==> config.mk <==
export PLATFORM = sky130hd
export DESIGN_NAME = rvc_compressor
export DESIGN_NICKNAME = d
export VERILOG_FILES = /design/src/rtl/rvc_compressor.sv
export SDC_FILE = /design/constraint.sdc
export NUM_CORES = 1
export LEC_CHECK = 0
export CAP_MARGIN = 10
export CELL_PAD_IN_SITES_DETAIL_PLACEMENT = 0
export CELL_PAD_IN_SITES_GLOBAL_PLACEMENT = 1
export CORE_MARGIN = 5
export CORE_UTILIZATION = 41
export DETAILED_ROUTE_END_ITERATION = 10
export PLACE_DENSITY_LB_ADDON = 0.08
export SYNTH_ARGS = -nofsm -noshare
export SYNTH_HDL_FRONTEND = slang
export SYNTH_SLANG_ARGS = --single-unit
==> constraint.sdc <==
create_clock -name I_clk -period 6.8 [get_ports I_clk]
set_clock_uncertainty 0.1 [all_clocks]
set_input_delay 2.04 -clock I_clk [delete_from_list [all_inputs] [get_ports I_clk]]
set_output_delay 2.04 -clock I_clk [all_outputs]
set_load 0.02 [all_outputs]
==> src/rtl/rvc_compressor.sv <==
// Re-encodes RV32I instructions into RVC parcels where an exact equivalent exists and packs
// the 16/32-bit parcel stream little-endian into aligned 32-bit words (one-entry output register).
module rvc_compressor #(
   parameter int ENABLE_RVC = 1,
   parameter int CNT_W      = 16
) (
   input  logic             I_clk,
   input  logic             I_rst_n,
   input  logic             I_valid,
   input  logic [31:0]      I_data,
   output logic             O_accept,
   input  logic             I_flush,
   output logic             O_flush_done,
   output logic             O_valid,
   output logic [31:0]      O_word,
   input  logic             I_ready,
   output logic             O_err,
   output logic [CNT_W-1:0] O_cnt_comp,
   output logic [CNT_W-1:0] O_cnt_words
);

   typedef enum logic {ST_EMPTY, ST_HALF} state_t;

   localparam logic [CNT_W-1:0] CNT_MAX = '1;

   state_t           state_q, state_d;
   logic [15:0]      hbuf_q, hbuf_d;
   logic             out_vld_q, out_vld_d;
   logic [31:0]      out_word_q, out_word_d;
   logic             err_q, err_d;
   logic [CNT_W-1:0] cnt_comp_q, cnt_comp_d;
   logic [CNT_W-1:0] cnt_words_q, cnt_words_d;

   logic slot_free, take, flush_go, comp_inc;

   // Instruction field decode
   logic [6:0] op;
   logic [2:0] f3;
   logic [6:0] f7;
   logic [4:0] rd, rs1, rs2;
   logic       imm_zero, imm_small, lw_off_ok, sw_off_ok;
   logic       is_addi, is_slli, is_add, is_jalr, is_lw, is_sw;
   logic       c_hit;
   logic [15:0] c_par;

   assign op  = I_data[6:0];
   assign rd  = I_data[11:7];
   assign f3  = I_data[14:12];
   assign rs1 = I_data[19:15];
   assign rs2 = I_data[24:20];
   assign f7  = I_data[31:25];

   assign imm_zero  = (I_data[31:20] == 12'h000);
   assign imm_small = (I_data[31:25] == {7{I_data[25]}});
   // Offsets must be word aligned and within [0,127]
   assign lw_off_ok = (I_data[31:27] == 5'd0) && (I_data[21:20] == 2'd0);
   assign sw_off_ok = (I_data[31:27] == 5'd0) && (I_data[8:7] == 2'd0);

   assign is_addi = (op == 7'b0010011) && (f3 == 3'b000);
   assign is_slli = (op == 7'b0010011) && (f3 == 3'b001) && (f7 == 7'b0000000);
   assign is_add  = (op == 7'b0110011) && (f3 == 3'b000) && (f7 == 7'b0000000);
   assign is_jalr = (op == 7'b1100111) && (f3 == 3'b000);
   assign is_lw   = (op == 7'b0000011) && (f3 == 3'b010);
   assign is_sw   = (op == 7'b0100011) && (f3 == 3'b010);

   always_comb begin
      c_hit = 1'b0;
      c_par = 16'h0000;
      if (is_addi && rd == 5'd0 && rs1 == 5'd0 && imm_zero) begin
         c_hit = 1'b1;
         c_par = 16'h0001;
      end else if (is_addi && rs1 == 5'd0 && rd != 5'd0 && imm_small) begin
         c_hit = 1'b1;
         c_par = {3'b010, I_data[25], rd, I_data[24:20], 2'b01};
      end else if (is_addi && rd == rs1 && rd != 5'd0 && !imm_zero && imm_small) begin
         c_hit = 1'b1;
         c_par = {3'b000, I_data[25], rd, I_data[24:20], 2'b01};
      end else if (is_slli && rd == rs1 && rd != 5'd0) begin
         c_hit = 1'b1;
         c_par = {4'b0000, rd, I_data[24:20], 2'b10};
      end else if (is_add && rs1 == 5'd0 && rd != 5'd0 && rs2 != 5'd0) begin
         c_hit = 1'b1;
         c_par = {4'b1000, rd, rs2, 2'b10};
      end else if (is_add && rd == rs1 && rd != 5'd0 && rs2 != 5'd0) begin
         c_hit = 1'b1;
         c_par = {4'b1001, rd, rs2, 2'b10};
      end else if (is_jalr && rd == 5'd0 && rs1 != 5'd0 && imm_zero) begin
         c_hit = 1'b1;
         c_par = {4'b1000, rs1, 5'b00000, 2'b10};
      end else if (I_data == 32'h0010_0073) begin
         c_hit = 1'b1;
         c_par = 16'h9002;
      end else if (is_lw && rd[4:3] == 2'b01 && rs1[4:3] == 2'b01 && lw_off_ok) begin
         c_hit = 1'b1;
         c_par = {3'b010, I_data[25:23], rs1[2:0], I_data[22], I_data[26], rd[2:0], 2'b00};
      end else if (is_sw && rs1[4:3] == 2'b01 && rs2[4:3] == 2'b01 && sw_off_ok) begin
         c_hit = 1'b1;
         c_par = {3'b110, I_data[25], I_data[11:10], rs1[2:0], I_data[9], I_data[26],
                  rs2[2:0], 2'b00};
      end
      if (ENABLE_RVC == 0) c_hit = 1'b0;
   end

   assign slot_free = !out_vld_q || I_ready;
   assign flush_go  = I_flush && slot_free;
   assign take      = I_valid && slot_free && !I_flush;

   always_comb begin
      state_d    = state_q;
      hbuf_d     = hbuf_q;
      out_vld_d  = out_vld_q && !I_ready;
      out_word_d = out_word_q;
      err_d      = err_q;
      comp_inc   = 1'b0;
      if (flush_go) begin
         if (state_q == ST_HALF) begin
            out_vld_d  = 1'b1;
            out_word_d = {16'h0001, hbuf_q};
            state_d    = ST_EMPTY;
         end
      end else if (take) begin
         if (I_data[1:0] != 2'b11) begin
            err_d = 1'b1;
         end else if (c_hit) begin
            comp_inc = 1'b1;
            if (state_q == ST_EMPTY) begin
               hbuf_d  = c_par;
               state_d = ST_HALF;
            end else begin
               out_vld_d  = 1'b1;
               out_word_d = {c_par, hbuf_q};
               state_d    = ST_EMPTY;
            end
         end else if (state_q == ST_EMPTY) begin
            out_vld_d  = 1'b1;
            out_word_d = I_data;
         end else begin
            out_vld_d  = 1'b1;
            out_word_d = {I_data[15:0], hbuf_q};
            hbuf_d     = I_data[31:16];
         end
      end
   end

   assign cnt_comp_d  = (comp_inc && cnt_comp_q != CNT_MAX) ? cnt_comp_q + CNT_W'(1) : cnt_comp_q;
   assign cnt_words_d = (out_vld_q && I_ready && cnt_words_q != CNT_MAX) ?
                        cnt_words_q + CNT_W'(1) : cnt_words_q;

   always_ff @(posedge I_clk or negedge I_rst_n) begin
      if (!I_rst_n) begin
         state_q     <= ST_EMPTY;
         hbuf_q      <= 16'h0000;
         out_vld_q   <= 1'b0;
         out_word_q  <= 32'h0;
         err_q       <= 1'b0;
         cnt_comp_q  <= '0;
         cnt_words_q <= '0;
      end else begin
         state_q     <= state_d;
         hbuf_q      <= hbuf_d;
         out_vld_q   <= out_vld_d;
         out_word_q  <= out_word_d;
         err_q       <= err_d;
         cnt_comp_q  <= cnt_comp_d;
         cnt_words_q <= cnt_words_d;
      end
   end

   assign O_accept     = slot_free && !I_flush;
   assign O_flush_done = flush_go;
   assign O_valid      = out_vld_q;
   assign O_word       = out_word_q;
   assign O_err        = err_q;
   assign O_cnt_comp   = cnt_comp_q;
   assign O_cnt_words  = cnt_words_q;

endmodule
==> flow_metrics.tcl <==
set metrics [dict create \
    outcome "completed" \
    p_leak_nw 2.67 \
    io_buffers 104 \
    synth_edf_count 0 \
    grt_use_total_pct 23.5 \
    drc 0 \
    finalInstanceArea_mm2 0.00622 \
    tritoncts.num_buffers 9 \
    drt_iter0_markers 343 \
    min_from "O_err" \
    period_share_pct 89.6 \
    area_delta_synth_final_pct 33.6 \
    finalHoldViolCount 0 \
    comb_power_share_pct 24.6 \
    drtAntennaViolNets 0 \
    pin_count 105 \
    die-area_mm2 0.0136 \
    yosysMostFrequentCell "dfrtp_1" \
    netlist_area_mm2 0.00466 \
    whs_ps 371 \
    ys.flop_type "dfrtp_1" \
    post_cts_buffers 0 \
    setup_tns_ps 0 \
    ys_seq_elements 83 \
    drtPass1Iterations 5 \
    synthAdderAreaFrac_pct 1.07 \
    wl_per_cell_um 20.8 \
    hold_buffers 0 \
    start_util_pct 41.3 \
    tightest_slew_ps 1200 \
    antenna_found_initial 0 \
    postCtsResizedCells 0 \
    cts_buffer_depth 2 \
    crit_chain "clkdlybuf4s50_1, nor4_1, nor2b_1, nor4_1, o211ai_2, nand2_4, nor3_2, inv_1, ha_1, or2_2, nor4_1, a22o_1, a21o_1" \
    synth_top_family_by_area "simple AND/OR/NAND/NOR gates" \
    drv_slew 0 \
    r2r_end "O_word[11]" \
    clock-sinks 83 \
    arrival_ps 6280 \
    async_flop_share_pct 100 \
    grt_pass1_vias 4243 \
    p_int_mw 1.04 \
    dpl_cell_area_mm2 0.00590 \
    cpLargestDelayFamily "simple AND/OR/NAND/NOR gates" \
    cp-end-kind "flip-flop" \
    r2r_cells 6 \
    synth_cell_types 65 \
    synth-xor-area-share_pct 6.02 \
    gp_congestion 0.946 \
    critPathMaxStageDelay_ps 940 \
    coreArea_mm2 0.0113 \
    grt-ovfl-total 0 \
    relSlewSlack_pct 19.4 \
    slowest_stage "nor4_1" \
    synthTopCellsByCount "83 x dfrtp_1, 55 x nand2_1, 51 x nor2_1" \
    yosys.area_share.simple_pct 23.3 \
    fmax_mhz 164 \
    critPathMaxFanout 11 \
    period_needed_ps 6090 \
    p_total_mw 1.49 \
    cts_tree "yes" \
    rsz0062_at_grt "false" \
    setup_viol 0 \
    critical_path_class "input pin to flip-flop" \
    cp-start-kind "input pin" \
    finalWirelength_um 15600 \
    dp_hpwl_um 11500 \
    row_count 39 \
    hold_end "O_err" \
    p_sw_share_pct 30.0 \
    yosys.area.top_type "dfrtp_1" \
    yosysSeqAreaShare_pct 44.6 \
    critical_path_required_ps 6990 \
    p_switching_mw 0.447 \
    syn_nets 532 \
    r2r_slack_ps 3340 \
    r2r-start "state_q" \
    vias 4328 \
    crit_top_cell "nor4_1" \
    dieWidth_um 117 \
    grt_first_pass_wirelength_um 24000 \
    netlist.area_leader.share_pct 44.6 \
    clockRootBuffer "clkbuf_16" \
    yosys_warnings 0 \
    path_buf_inv 2 \
    p_per_area_mw_per_mm2 240 \
    drv_cap 0 \
    synth_area_leaders "dfrtp_1 45%, xnor2_1 4.7%, nand2_1 4.4%, nor2_1 4.1%, a21oi_1 2.9%" \
    synthMuxAreaShare_pct 4.03 \
    final_nets 644 \
    vias_per_cell 5.76 \
    nFillCells 1032 \
    htree_levels 3 \
    antennaDiodeCount 0 \
    fp.dieH_um 117 \
    grt_max_degree 84 \
    place_inst 735 \
    clk_pin_slew_ps 60 \
    pwr-share-seq_pct 40.1 \
    hold_depth 1 \
    power_frac_clock_pct 35.3 \
    final_layout_size_suffix_gt1_share_pct 9.70 \
    clkLatencyLatePin_ps 350 \
    ir_drop_mv 0.227 \
    final_cells 751 \
    min_path_type "flip-flop to flip-flop" \
    synth.avg_cell_area_um2 9.48 \
    synth_compound_area_share_pct 17.8 \
    netlist_instances 491 \
]
worst max-delay path by stage:
stage | slack (ps) | end | cells past startpoint | start
6_report | 710 | O_word[11] | 13 | I_data[11]
5_1_grt | 540 | O_word[11] | 14 | I_data[11]
4_1_cts | 850 | O_word[11] | 14 | I_data[11]
3_5_place_dp | 500 | O_word[25] | 13 | I_data[17]
3_3_place_gp | 490 | O_word[23] | 13 | I_data[17]
2_1_floorplan | 1320 | O_word[1] | 15 | I_data[16]
routing by layer:
metal | share of wire [%] | routed length, µm | vias to the layer above | global-route usage (%)
met2 | 43 | 6730 | 162 | 34.3
met1 | 48 | 7490 | 2110 | 35.0
met3 | 6.7 | 1050 | 18 | 4.09
li1 | - | - | 2038 | -
met5 | 0 | 0 | - | 0
met4 | 2.1 | 325 | 0 | 8.49
kinds of logic (layout without fill, tap and decap cells):
kind of cell    Yosys count  in the layout
buf+inv                  30            147
compound gates          115            115
xor+xnor                 32             32
mux                      18             18
fa+ha+maj                 4              4
simple gates            209            209
flops                    83             83
power groups by stage:
stage | clock, mW | combinational [mW] | sequential, mW
6_report | 0.527 | 0.367 | 0.597
5_1_grt | 0.554 | 0.395 | 0.606
4_1_cts | 0.534 | 0.371 | 0.598
3_5_place_dp | 0 | 0.368 | 0.607
3_3_place_gp | 0 | 0.366 | 0.604
2_1_floorplan | 0 | 0.101 | 0.672
layout by cell type (no fill, tap or decap), types with 14 or more instances in the layout:
cell type	count
buf_4	21
clkdlybuf4s50_1	103
nand2_1	55
a22o_1	15
and3_1	15
nor2_1	51
dfrtp_1	83
a21oi_1	27
nand4_1	14
xnor2_1	25
final cells by class:
| cell class | count | area [µm²] | area share [%] |
|---|---|---|---|
| Multi-Input combinational cell | 378 | 2430 | 39.1 |
| Sequential cell | 83 | 2080 | 33.4 |
| Timing Repair Buffer | 124 | 1190 | 19.1 |
| Clock buffer | 11 | 253 | 4.06 |
| Tap cell | 143 | 179 | 2.88 |
| Clock inverter | 5 | 67.6 | 1.09 |
| Inverter | 7 | 26.3 | 0.422 |
stage by stage:
| stage | worst slack [ps] | utilization, % |
|---|---|---|
| final | 710 | 55.2 |
| after global placement | 494 | 52.3 |
| after floorplan | 1320 | - |
| after global routing | 537 | 55.2 |
| after detailed placement | 501 | 52.3 |
| after CTS | 848 | 55.2 |
flip-flops by register name (all words and copies together), names as in the netlist:
signal       cells
state_q          1
O_cnt_comp      16
O_err            1
hbuf_q          16
O_cnt_words     16
O_word          32
O_valid          1
Power figures use the tool's default switching activity.
